**src/rtl/prog_counter_pkg.sv**
```systemverilog
// Shared types and constants for the loadable program counter.
// Optional wrap flag is enabled by defining PROGCOUNT_WRAP_FLAG_EN.
package prog_counter_pkg;

    localparam int PC_WIDTH = 8;

    typedef logic [PC_WIDTH-1:0] pc_t;

    localparam pc_t PC_RESET_VAL = '0;

    // Next-state selection, listed in priority order.
    typedef enum logic [1:0] {
        PC_RESET,
        PC_LOAD,
        PC_INC,
        PC_HOLD
    } pc_op_e;

endpackage

```
**src/rtl/prog_counter_if.sv**
```systemverilog
// Control/data bundle between the fetch address mux and the program counter.
// Wrap exists only when PROGCOUNT_WRAP_FLAG_EN is defined.
interface prog_counter_if #(
    parameter int WIDTH = 8
) ();
    logic [WIDTH-1:0] A;
    logic             CountEn;
    logic             Load;
    logic [WIDTH-1:0] Y;
`ifdef PROGCOUNT_WRAP_FLAG_EN
    logic             Wrap;
`endif

`ifdef PROGCOUNT_WRAP_FLAG_EN
    modport master (output A, output CountEn, output Load, input Y, input Wrap);
    modport slave  (input A, input CountEn, input Load, output Y, output Wrap);
`else
    modport master (output A, output CountEn, output Load, input Y);
    modport slave  (input A, input CountEn, input Load, output Y);
`endif
endinterface

```
**src/rtl/prog_counter_pc_incr.sv**
```systemverilog
// Combinational WIDTH-bit increment; carry-out marks the all-ones -> 0 rollover.
module pc_incr #(
    parameter int WIDTH = 8
) (
    input  logic [WIDTH-1:0] a_i,
    output logic [WIDTH-1:0] sum_o,
    output logic             carry_o
);
    assign {carry_o, sum_o} = {1'b0, a_i} + (WIDTH + 1)'(1);
endmodule

```
**src/rtl/prog_counter.sv**
```systemverilog
// Program counter: reset > load > increment > hold, single registered output.
// Define PROGCOUNT_WRAP_FLAG_EN to add the registered one-cycle Wrap flag.
module prog_counter
    import prog_counter_pkg::*;
#(
    parameter int               WIDTH     = PC_WIDTH,
    parameter logic [WIDTH-1:0] RESET_VAL = WIDTH'(PC_RESET_VAL)
) (
    input  logic          Clk,
    input  logic          Reset,
    prog_counter_if.slave bus
);
    logic [WIDTH-1:0] y_q;
    logic [WIDTH-1:0] y_d;
    logic [WIDTH-1:0] inc_sum;
    logic             inc_carry;
    pc_op_e           op;

    pc_incr #(.WIDTH(WIDTH)) u_incr (
        .a_i     (y_q),
        .sum_o   (inc_sum),
        .carry_o (inc_carry)
    );

    // Reset is tested first so unknown Load/CountEn cannot leak into Y.
    always_comb begin
        op = PC_HOLD;
        if (Reset)
            op = PC_RESET;
        else if (bus.Load)
            op = PC_LOAD;
        else if (bus.CountEn)
            op = PC_INC;
    end

    always_comb begin
        y_d = y_q;
        case (op)
            PC_RESET: y_d = RESET_VAL;
            PC_LOAD:  y_d = bus.A;
            PC_INC:   y_d = inc_sum;
            default:  y_d = y_q;
        endcase
    end

    always_ff @(posedge Clk) begin
        y_q <= y_d;
    end

    assign bus.Y = y_q;

`ifdef PROGCOUNT_WRAP_FLAG_EN
    logic wrap_q;
    logic wrap_d;

    // Only a true rollover by increment flags; loading 0 does not.
    always_comb begin
        wrap_d = 1'b0;
        if (op == PC_INC)
            wrap_d = inc_carry;
    end

    always_ff @(posedge Clk) begin
        if (Reset)
            wrap_q <= 1'b0;
        else
            wrap_q <= wrap_d;
    end

    assign bus.Wrap = wrap_q;
`else
    logic unused_carry;
    assign unused_carry = inc_carry;
`endif

endmodule

```
**src/flat_wrapper.sv**
```systemverilog
// flat-port wrapper written by rule: the top's interface ports become plain ports
module prog_counter_flat import prog_counter_pkg::*;
#(
    parameter int               WIDTH     = PC_WIDTH,
    parameter logic [WIDTH-1:0] RESET_VAL = WIDTH'(PC_RESET_VAL)
)
  (Clk, Reset, bus_A, bus_CountEn, bus_Load, bus_Y);
  prog_counter_if #(.WIDTH(WIDTH)) bus_i ();
  input  logic Clk;
  input  logic Reset;
  input wire logic [$bits(bus_i.A)-1:0] bus_A;
  input wire logic [$bits(bus_i.CountEn)-1:0] bus_CountEn;
  input wire logic [$bits(bus_i.Load)-1:0] bus_Load;
  output wire logic [$bits(bus_i.Y)-1:0] bus_Y;
  assign bus_i.A = bus_A;
  assign bus_i.CountEn = bus_CountEn;
  assign bus_i.Load = bus_Load;
  assign bus_Y = bus_i.Y;
  prog_counter #(.WIDTH(WIDTH), .RESET_VAL(RESET_VAL)) u_core (.Clk(Clk), .Reset(Reset), .bus(bus_i));
endmodule
```
**config.mk**
```make
export PLATFORM = sky130hd
export DESIGN_NAME = prog_counter_flat
export DESIGN_NICKNAME = d
export VERILOG_FILES = /design/src/rtl/prog_counter_pkg.sv /design/src/rtl/prog_counter_if.sv /design/src/rtl/prog_counter_pc_incr.sv /design/src/rtl/prog_counter.sv /design/src/flat_wrapper.sv
export SDC_FILE = /design/constraint.sdc
export NUM_CORES = 1
export LEC_CHECK = 0
export ABC_AREA = 0
export CORE_AREA = 2 2 39 41
export DETAILED_ROUTE_END_ITERATION = 16
export DIE_AREA = 0 0 41 43
export GPL_ROUTABILITY_DRIVEN = 0
export PLACE_DENSITY = 0.65
export SYNTH_ARGS = -nofsm -noshare
export SYNTH_HDL_FRONTEND = slang
export SYNTH_SLANG_ARGS = --single-unit
```
**constraint.sdc**
```tcl
create_clock -name Clk -period 1.7 [get_ports Clk]
set_input_delay 0.34 -clock Clk [delete_from_list [all_inputs] [get_ports Clk]]
set_output_delay 0.34 -clock Clk [all_outputs]
set_load 0.02 [all_outputs]
```
==> results.json <==
{
  "status": "completed",
  "cp_cell_sequence": "clkdlybuf4s50_1",
  "dieArea_um2": 1760,
  "layout_commonest_cell": "clkdlybuf4s50_1",
  "wire_per_inst_um": 13.0,
  "grt_pass1_wl_um": 1860,
  "finalCritPeriodShare_pct": 96.4,
  "fin_util_pct": 53.0,
  "dp.cells": 82,
  "ir_worst_vdd_mv": 0.318,
  "core_area_um2": 1380,
  "multi_input_area_um2": 225,
  "hold_viol": 0,
  "drt_wl_total_um": 1110,
  "postCtsSetupBuffers": 0,
  "synth.area.top_cells": "edfxtp_1 (52%), nand2_1 (7.4%), nand3_1 (6.6%), o211ai_1 (4.9%), or4_1 (4.9%)",
  "cts_tree": "yes",
  "globalRouteOverflowTotal": 0,
  "relSlewSlack_pct": 66.6,
  "worstSetupEndpointType": "output pin",
  "yosys.area.top_type": "edfxtp_1",
  "fp.dieH_um": 43,
  "tightest_slew_ps": 500,
  "syn2layout_area_growth_pct": 60.1,
  "synth_seq_cells": 8,
  "skew_ps": 5.47,
  "pre_cts_ws_ps": -286,
  "cts_made_buffers": 3,
  "cts_root_buffer": "clkbuf_4",
  "powerDensity_nw_per_um2": 710,
  "setup_viol": 0,
  "worstSetupPathType": "reg -> out",
  "cts_sinks": 8,
  "worst_slack_ps": 61.1,
  "cp.arrival_ps": 1300,
  "cts.path.max_buffers": 2,
  "critPathLaunchType": "flip-flop",
  "clk_pin_slew_ps": 60,
  "grt.total_usage_pct": 15.4,
  "design_area_um2": 733,
  "r2r_slack_ps": 270,
  "crit_slowest_cell": "clkdlybuf4s50_1",
  "timing.critical_path.buf_inv": 1,
  "drv_slew": 0,
  "die_x_um": 41,
  "initialDrtViolationCount": 7,
  "final_cell_mix": "clkdlybuf4s50_1 (17), nand2_1 (9), edfxtp_1 (8), nand3_1 (5)",
  "period_minus_slack_ps": 1640,
  "leakagePower_nw": 0.293,
  "synth_area_um2": 458,
  "antenna_found_initial": 0,
  "crit_required_ps": 1360,
  "drc": 0,
  "rows": 14,
  "seqCellArea_um2": 240,
  "fin_nets": 84,
  "portBuffers": 19,
  "grt_max_degree": 9,
  "ys_seq_area_share_pct": 52.5,
  "grt_pass1_vias": 437,
  "syn_avg_cell_area_um2": 10.4,
  "syn-instance-count": 44,
  "drive_gt1_share_pct": 15.9,
  "n_antenna_cell": 0,
  "antenna_left": 0,
  "yosysWarnings": 0,
  "placed_area_um2": 694,
  "critical-path-top-delay-family": "buffers and inverters",
  "ios": 20,
  "clock_latency_ps": 250,
  "max_freq_mhz": 610,
  "fill_cells": 151,
  "dp_hpwl_um": 849,
  "dr_total_vias": 446,
  "min_path_type": "reg -> reg",
  "viasPerCell": 5.25,
  "fin_cells": 85,
  "yosysUniqueCellTypes": 16,
  "synth_top_area_share_pct": 52.5,
  "drv_cap": 0,
  "largest_reg_flops": 8,
  "path_max_fanout": 5,
  "cts-htree-levels": 1,
  "start_util_pct": 33.1,
  "rsz0062_at_grt": "no",
  "first_pass_iters": 4,
  "slowest_delay_ps": 630,
  "synth_nets": 57
}
## power by group
group	leakage, nW	internal, mW	switching [mW]
clock network	0.0138	0.0810	0.0673
registers	0.0911	0.236	0.0170
logic	0.188	0.0677	0.0515
## cell usage after synthesis (all sizes together)
library cell,number
nand2,9
edfxtp,8
nand3,6
o21ai,4
o211ai,3
or4,3
xor2,2
a22o,1
clkbuf,1
ha,1
nand4,1
nor2b,1
nor3b,1
or3,1
or3b,1
xnor2,1
## layout make-up
type	count	share of cell area, %
Multi-Input combinational cell	35	30.7
Tap cell	16	2.73
Sequential cell	8	32.8
Timing Repair Buffer	23	30.7
Clock buffer	3	3.07
## cell families (layout without fill, tap and decap cells)
logic type | Yosys count | count (layout) | synth area share (%)
AOI/OAI and AO/OA | 8 | 8 | 11.2
xor gates and xnor gates | 3 | 3 | 5.74
adders and majority gates | 1 | 1 | 2.73
buffers and inverters | 1 | 26 | 0.819
DFF | 8 | 8 | 52.5
and+or+nand+nor | 23 | 23 | 27.1
## tightest hold or removal path: cells and delay by family (launching register included)
family | cells | cell delay, ps
simple gates | 1 | 60
compound gates | 1 | 100
flops | 1 | 370
## layer usage
metal | global-route usage, % | wire [um] | vias up
li1 | - | - | 221
met1 | 20.1 | 498 | 204
met2 | 23.8 | 535 | 19
met3 | 1.57 | 58 | 2
met4 | 8.00 | 14 | 0
met5 | 0 | 0 | -
## metrics by stage
step	hold slack, ps	setup TNS (ps)	total power, mW
floorplan	525	0	0.302
global placement	612	-1370	0.375
detailed placement	642	-1720	0.376
CTS	658	0	0.522
global route	680	0	0.549
finish	643	0	0.521
## worst paths after layout
path | depth (start not counted) | start | endpoint
setup reg to reg | 4 | u_core.bus.Y[0] | u_core.bus.Y[6]
hold reg to reg | 2 | u_core.bus.Y[7] | u_core.bus.Y[7]
setup / recovery | 1 | u_core.bus.Y[2] | bus_Y[2]
hold / removal | 2 | u_core.bus.Y[7] | u_core.bus.Y[7]
## timing repair
item | CTS | global route
hold buffers | 0 | 0
hold endpoints to repair | 0 | 0
resized for setup | 0 | 5
pin swaps | 3 | 0
cloned | 0 | 0
endpoints found under the setup margin | 3 | 4
Power figures use the tool's default switching activity.
